### src/rtl/idu2phy_regfile_queue.sv
// Decode-group queue between the IDU and the physical register file read stage.
// Optional same-cycle bypass of an empty queue is enabled by defining IDU2PHY_QUEUE_BYPASS_EN.
`ifndef INST_ADDR_WIDTH
`define INST_ADDR_WIDTH 32
`endif
`ifndef PHYSICAL_REG_NUM_WIDTH
`define PHYSICAL_REG_NUM_WIDTH 6
`endif
`ifndef GENERATED_IMMEDIATE_WIDTH
`define GENERATED_IMMEDIATE_WIDTH 32
`endif

package idu2phy_pkg;
  typedef struct packed {
    logic [3:0] alu_op;
    logic       mem_read;
    logic       mem_write;
    logic       reg_write;
    logic       branch;
  } control_t;
endpackage

module idu2phy_regfile_queue
  import idu2phy_pkg::*;
#(
  parameter int LANES = 2,
  parameter int DEPTH = 4
) (
  input  logic                                  clk,
  input  logic                                  reset_n,
  input  logic                                  in_valid,
  output logic                                  in_ready,
  input  control_t                              in_control             [LANES],
  input  logic [`INST_ADDR_WIDTH-1:0]           in_pc                  [LANES],
  input  logic [`PHYSICAL_REG_NUM_WIDTH-1:0]    in_phy_read_reg_num1   [LANES],
  input  logic [`PHYSICAL_REG_NUM_WIDTH-1:0]    in_phy_read_reg_num2   [LANES],
  input  logic [`PHYSICAL_REG_NUM_WIDTH-1:0]    in_phy_write_reg_num   [LANES],
  input  logic [`GENERATED_IMMEDIATE_WIDTH-1:0] in_generated_immediate [LANES],
  input  logic                                  in_valid_inst          [LANES],
  output logic                                  out_valid,
  input  logic                                  out_ready,
  output control_t                              out_control             [LANES],
  output logic [`INST_ADDR_WIDTH-1:0]           out_pc                  [LANES],
  output logic [`PHYSICAL_REG_NUM_WIDTH-1:0]    out_phy_read_reg_num1   [LANES],
  output logic [`PHYSICAL_REG_NUM_WIDTH-1:0]    out_phy_read_reg_num2   [LANES],
  output logic [`PHYSICAL_REG_NUM_WIDTH-1:0]    out_phy_write_reg_num   [LANES],
  output logic [`GENERATED_IMMEDIATE_WIDTH-1:0] out_generated_immediate [LANES],
  output logic                                  out_valid_inst          [LANES],
  input  logic                                  flush,
  output logic [$clog2(DEPTH):0]                occupancy
);

  localparam int AW = $clog2(DEPTH);
  localparam int PW = AW + 1;

`ifdef IDU2PHY_QUEUE_BYPASS_EN
  localparam bit BYPASS = 1'b1;
`else
  localparam bit BYPASS = 1'b0;
`endif

  logic [PW-1:0] wr_ptr;
  logic [PW-1:0] rd_ptr;

  control_t                              mem_control [DEPTH][LANES];
  logic [`INST_ADDR_WIDTH-1:0]           mem_pc      [DEPTH][LANES];
  logic [`PHYSICAL_REG_NUM_WIDTH-1:0]    mem_rs1     [DEPTH][LANES];
  logic [`PHYSICAL_REG_NUM_WIDTH-1:0]    mem_rs2     [DEPTH][LANES];
  logic [`PHYSICAL_REG_NUM_WIDTH-1:0]    mem_rd      [DEPTH][LANES];
  logic [`GENERATED_IMMEDIATE_WIDTH-1:0] mem_imm     [DEPTH][LANES];
  logic                                  mem_vi      [DEPTH][LANES];

  logic          empty;
  logic          full;
  logic          group_live;
  logic          bypass;
  logic          enq;
  logic          deq;
  logic [AW-1:0] wr_idx;
  logic [AW-1:0] rd_idx;

  assign wr_idx    = wr_ptr[AW-1:0];
  assign rd_idx    = rd_ptr[AW-1:0];
  assign occupancy = wr_ptr - rd_ptr;
  assign empty     = (wr_ptr == rd_ptr);
  assign full      = (occupancy == PW'(DEPTH));

  always_comb begin
    group_live = 1'b0;
    for (int i = 0; i < LANES; i++) group_live = group_live | in_valid_inst[i];
  end

  // All-bubble groups are accepted but never stored.
  assign in_ready  = reset_n & ~full & ~flush;
  assign bypass    = BYPASS & reset_n & empty & in_valid & group_live & out_ready & ~flush;
  assign out_valid = reset_n & ~flush & (~empty | bypass);
  assign enq       = in_valid & in_ready & group_live & ~bypass;
  assign deq       = out_valid & out_ready & ~empty;

  always_comb begin
    for (int i = 0; i < LANES; i++) begin
      if (bypass) begin
        out_control[i]             = in_control[i];
        out_pc[i]                  = in_pc[i];
        out_phy_read_reg_num1[i]   = in_phy_read_reg_num1[i];
        out_phy_read_reg_num2[i]   = in_phy_read_reg_num2[i];
        out_phy_write_reg_num[i]   = in_phy_write_reg_num[i];
        out_generated_immediate[i] = in_generated_immediate[i];
        out_valid_inst[i]          = in_valid_inst[i];
      end else begin
        out_control[i]             = mem_control[rd_idx][i];
        out_pc[i]                  = mem_pc[rd_idx][i];
        out_phy_read_reg_num1[i]   = mem_rs1[rd_idx][i];
        out_phy_read_reg_num2[i]   = mem_rs2[rd_idx][i];
        out_phy_write_reg_num[i]   = mem_rd[rd_idx][i];
        out_generated_immediate[i] = mem_imm[rd_idx][i];
        out_valid_inst[i]          = out_valid & mem_vi[rd_idx][i];
      end
    end
  end

  // Pointer control; flush overrides any handshake in the same cycle.
  always_ff @(posedge clk or negedge reset_n) begin
    if (!reset_n) begin
      wr_ptr <= '0;
      rd_ptr <= '0;
    end else if (flush) begin
      wr_ptr <= '0;
      rd_ptr <= '0;
    end else begin
      if (enq) wr_ptr <= wr_ptr + PW'(1);
      if (deq) rd_ptr <= rd_ptr + PW'(1);
    end
  end

  always_ff @(posedge clk) begin
    if (enq) begin
      for (int i = 0; i < LANES; i++) begin
        mem_control[wr_idx][i] <= in_control[i];
        mem_pc[wr_idx][i]      <= in_pc[i];
        mem_rs1[wr_idx][i]     <= in_phy_read_reg_num1[i];
        mem_rs2[wr_idx][i]     <= in_phy_read_reg_num2[i];
        mem_rd[wr_idx][i]      <= in_phy_write_reg_num[i];
        mem_imm[wr_idx][i]     <= in_generated_immediate[i];
        mem_vi[wr_idx][i]      <= in_valid_inst[i];
      end
    end
  end

endmodule

### config.mk
export PLATFORM = sky130hd
export DESIGN_NAME = idu2phy_regfile_queue
export DESIGN_NICKNAME = d
export VERILOG_FILES = /design/src/rtl/idu2phy_regfile_queue.sv
export SDC_FILE = /design/constraint.sdc
export NUM_CORES = 1
export LEC_CHECK = 0
export ABC_AREA = 1
export CELL_PAD_IN_SITES_DETAIL_PLACEMENT = 0
export CELL_PAD_IN_SITES_GLOBAL_PLACEMENT = 1
export CORE_ASPECT_RATIO = 1.4
export CORE_MARGIN = 8
export CORE_UTILIZATION = 47
export CTS_CLUSTER_DIAMETER = 100
export CTS_CLUSTER_SIZE = 40
export DETAILED_ROUTE_END_ITERATION = 8
export PLACE_DENSITY = 0.85
export SYNTH_ARGS = -nofsm -noshare
export SYNTH_HDL_FRONTEND = slang
export SYNTH_SLANG_ARGS = --single-unit
### constraint.sdc
create_clock -name clk -period 15.29 [get_ports clk]
set_clock_uncertainty 0.15 [all_clocks]
set_input_delay 2.2935 -clock clk [delete_from_list [all_inputs] [get_ports clk]]
set_output_delay 2.2935 -clock clk [all_outputs]
set_load 0.02 [all_outputs]
## Word-level counts from Yosys, hierarchy flattened

Memory sizes are Yosys's and may differ from the RTL's.
Index checks and enable logic that the tools add are counted.

- Memory bits (writable): 728
- Memories kept: 7
- Bits in registers: 6

- Add/sub/neg operators: 3
- Reductions and logical operators: 2
- Mux-type cells: 6
- Equality and inequality tests: 2
- Bitwise gates (word level): 14

Memories:

| memory | depth | bits a word | rd ports | clocked after memory_dff | wr ports | line | RTL |
|---|---|---|---|---|---|---|---|
| mem_imm | 4 | 64 | 1 | 0 | 1 | 70 | `` logic [`GENERATED_IMMEDIATE_WIDTH-1:0] mem_imm [DEPTH][LANES]; `` |
| mem_pc | 4 | 64 | 1 | 0 | 1 | 66 | `` logic [`INST_ADDR_WIDTH-1:0] mem_pc [DEPTH][LANES]; `` |
| mem_control | 4 | 16 | 1 | 0 | 1 | 65 | `control_t mem_control [DEPTH][LANES];` |
| mem_rd | 4 | 12 | 1 | 0 | 1 | 69 | `` logic [`PHYSICAL_REG_NUM_WIDTH-1:0] mem_rd [DEPTH][LANES]; `` |
| mem_rs1 | 4 | 12 | 1 | 0 | 1 | 67 | `` logic [`PHYSICAL_REG_NUM_WIDTH-1:0] mem_rs1 [DEPTH][LANES]; `` |
| mem_rs2 | 4 | 12 | 1 | 0 | 1 | 68 | `` logic [`PHYSICAL_REG_NUM_WIDTH-1:0] mem_rs2 [DEPTH][LANES]; `` |
| 1 more memories | - | - | - | - | - | - |  |

Operators with widths:

| operator | count |
|---|---|
| 3-bit 2-to-1 mux | 4 |
| 1-bit bitwise AND | 10 |
| 3-bit by 1-bit adder with 3-bit output, second input constant | 2 |
| 2-bit nonzero test | 2 |
| 3-bit == test | 1 |
| 3-bit == test, second input constant | 1 |
| 1-bit NOT | 3 |
| 3-bit subtractor | 1 |
| 1-bit 2-to-1 mux | 2 |
| 1-bit bitwise OR | 1 |

## Depth between registers and ports, before layout

- Depth in word-level cells: 9
- Mapped depth: 10

## Worst setup path after synthesis

No wires, ideal clock.

- Path kind: input to register
- Start point: input port flush
- End point: memory mem_control[0][0] (netlist name) (enable)
- Path buffers: 0
- Arrival: 10.321 ns
- Setup slack: 4.092 ns
- Setup time: 0.728 ns
- Stages: 5
- Cells stage by stage: inv_1 nand2_1 inv_1 nand3_2 nor2_1

- Cells in the longest elaborated chain, start to end: 6

RTL lines:

| element | line | RTL |
|---|---|---|
| start, declared | 49 | `input logic flush,` |
| 1-bit NOT | 94 | `assign in_ready = reset_n & ~full & ~flush;` |
| 1-bit bitwise AND | 94 |  |
| 1-bit bitwise AND (2 in series) | 97 | `assign enq = in_valid & in_ready & group_live & ~bypass;` |
| 1-bit 2-to-1 mux | 137 | `if (enq) begin` |
| 1-bit 2-to-1 mux (implied by the code) | 139 | `mem_control[wr_idx][i] <= in_control[i];` |
| end, declared | 65 |  |

No other way between the ends.

==> summary.md <==
| Metric | Value |
|---|---|
| Worst R2R Path Depth | 10 |
| Synth Cell Area | 0.0273 mm² |
| Startpoint types | register |
| Tcrit/Tclk final | 49.9% |
| Initial DRC count | between 1500 and 2000 |
| Syn Area/Cell | 14.9 µm² |
| HPWL after DPL | 39.1 mm |
| Final Power | 3.40 mW |
| Top cell type's share of synthesized area | 80.0% |
| Vias in the first global route | 16400 |
| First-pass GRT wire length | around 98 mm |
| Slew Viols, Final | 0 |
| DR vias/cell | approximately 5.7 |
| Clock Tree Buf Depth | 3 |
| Critical path type | register to output pin |
| Worst hold margin | between 0.4 and 0.5 ns |
| VDD IR max | 113 µV |
| Initial core utilization | 47.5% |
| CTS tree | yes |
| Slack of the critical path | 7.67 ns |
| Power per cell area | 105 mW/mm² |
| Num rows | 104 |
| RSZ-0062 raised after global routing | false |
| Yosys reg bits | 734 |
| Count leader, synth | edfxtp_1 |
| Setup bufs post-CTS | 0 |
| Ranking of synthesized cells by area | edfxtp_1 (80%), nor2_1 (5.1%), o22ai_1 (4.1%) |
| CTS root buf | clkbuf_16 |
| Clock slew at reported path FFs | 0.14 ns |
| Die area | 0.0662 mm² |
| Die Y | 301 µm |
| Asr flop ratio synth | less than 1% |
| Port bufs | ~370 |
| Initial antenna violation count | 18 |
| Largest net degree at the start of global routing | 174 |
| # nets final | 2328 |
| Setup TNS | 0 ns |
| Clock tree sinks | 734 |
| Synth cell count leaders | edfxtp_1 (728), nor2_1 (374), o21ai_0 (204) |
| Hold path depth | 2 |
| EDFF count, synth | 728 |
| H-tree levels | 1 |
| Ports | 374 |
| Worst skew pair latency | between 0.5 and 0.6 ns |
| Routed WL | 65.1 mm |
| Layout cell share with drive strength beyond 1 | under 10% |
| Sequential share of the synthesized area | between 80% and 90% |
| Crit Path Max Fanout | 173 |
| Core area | about 0.058 mm² |
| Fin crit period | between 7 and 8 ns |
| Placer Congestion | approximately 0.77 |
| Critical Path RT | 12.85 ns |
| Worst setup EP type | output pin |
| Worst EP arrival | 5.18 ns |
| Setup slack, reg-to-reg | 9.22 ns |
| Total CTS buffers | 22 |
| Placed Instances | between 2000 and 3000 |
| DRT antenna net count | 0 |
| Status | finished clean |
| Slew headroom | 25.4% |
| Syn Nets | 2031 |
| Leak | 10.3 nW |
| Worst slew pin tran | 1.12 ns |
| Main synth FF type | edfxtp_1 |
| Fmax | 131 MHz |
| Total number of vias | 16400 |
| Worst min path class | register to register |
| Final Hold Violating Endpoints | 0 |
| Max-cap viol count | 0 |
| Finished Layout Cells | 2907 |
| Setup violators final | 0 |
| Die Width | 220 µm |
| GRT overflow | 0 |
| Synth unique cells | 25 |
| Quantity of gates resized following cts | 0 |
| Post-synthesis cell count | 1836 |
| Residual DRC | 0 |
| Synth-to-layout area growth | 18.2% |
| DR WL/cell | 22.4 µm |
| Yosys warning count | 0 |
| Drt pass-1 iters | 6 |
| Synth area leader | edfxtp_1 |
| CTS Hold Bufs | 0 |
| DP Worst Slack | 8.25 ns |
| Global Route Usage Sum | a little under a fifth |
[worst paths after layout]
path	from	endpoint
min	wr_ptr[1]	wr_ptr[1]
max	rd_ptr[0]	out_pc[63]
max reg2reg	rd_ptr[0]	mem_imm[2][4]
min reg2reg	wr_ptr[1]	wr_ptr[1]
min in group asynchronous	reset_n	rd_ptr[0]
max in group asynchronous	reset_n	wr_ptr[0]
[sequential cells by signal (all words and copies together) (netlist names)]
name and cells:
mem_control 64, mem_imm 256, mem_pc 256, mem_rd 48
mem_rs1 48, mem_rs2 48, mem_vi 8, rd_ptr 3
wr_ptr 3
[stage by stage]
stage	util [%]	instance area [µm²]
6_report	56.2	32300
5_1_grt	56.2	32300
4_1_cts	56.1	32300
3_5_place_dp	54.9	31600
3_3_place_gp	54.9	31600
2_1_floorplan	-	27300
[cells by family after synthesis]
group | count (synthesis) | synth area share, %
DFF | 734 | 80.5
AOI/OAI and AO/OA | 550 | 10.9
and+or+nand+nor | 404 | 5.64
buffers and inverters | 138 | 2.45
adders and majority gates | 8 | 0.394
xor gates and xnor gates | 2 | 0.0641
[layout make-up]
| type | count | area [µm²] |
|---|---|---|
| clock inverters | 1 | 30.0 |
| fillers | 4594 | 25200 |
| flip-flops and latches | 734 | 22000 |
| inverters | 18 | 85.1 |
| multi-input cells | 964 | 4680 |
| clock buffers | 39 | 636 |
| well taps | 742 | 928 |
| diodes | 16 | 40.0 |
| repair buffers | 393 | 3880 |
[where the power goes]
group	internal [mW]	total (mW)	switching, mW
sequential	2.24	2.25	0.0109
clock	0.293	0.833	0.540
combinational	0.133	0.317	0.183
total	2.67	3.40	0.734
[placed cells by master, fill, tap and decap left out, drive strengths merged]
cell             n
edfxtp         728
nor2           374
clkdlybuf4s50  373
o21ai          367
o22ai          180
clkbuf          39
buf             20
nand2           17
inv             17
diode           16
nand3           11
ha               7
dfrtp            6
a21oi            2
clkinv           2
nand3b           1
and2             1
o21a             1
xnor2            1
xor2             1
fa               1
[metal layers]
layer / share of wire [%] / GRT usage [%]
met5: 0.035 / 0
met4: 3.2 / 7.38
met3: 6.0 / 3.17
met2: 51 / 31.5
met1: 40 / 24.2
[worst max-delay path, stage by stage (launching register included)]
cell             delay, ns
dfrtp_4               0.83
clkinv_8              0.64
buf_4                 0.88
buf_4                 0.96
o21ai_0               0.26
o22ai_1               0.21
clkdlybuf4s50_1       0.69
Note: power is estimated with default switching activity, not from simulation.
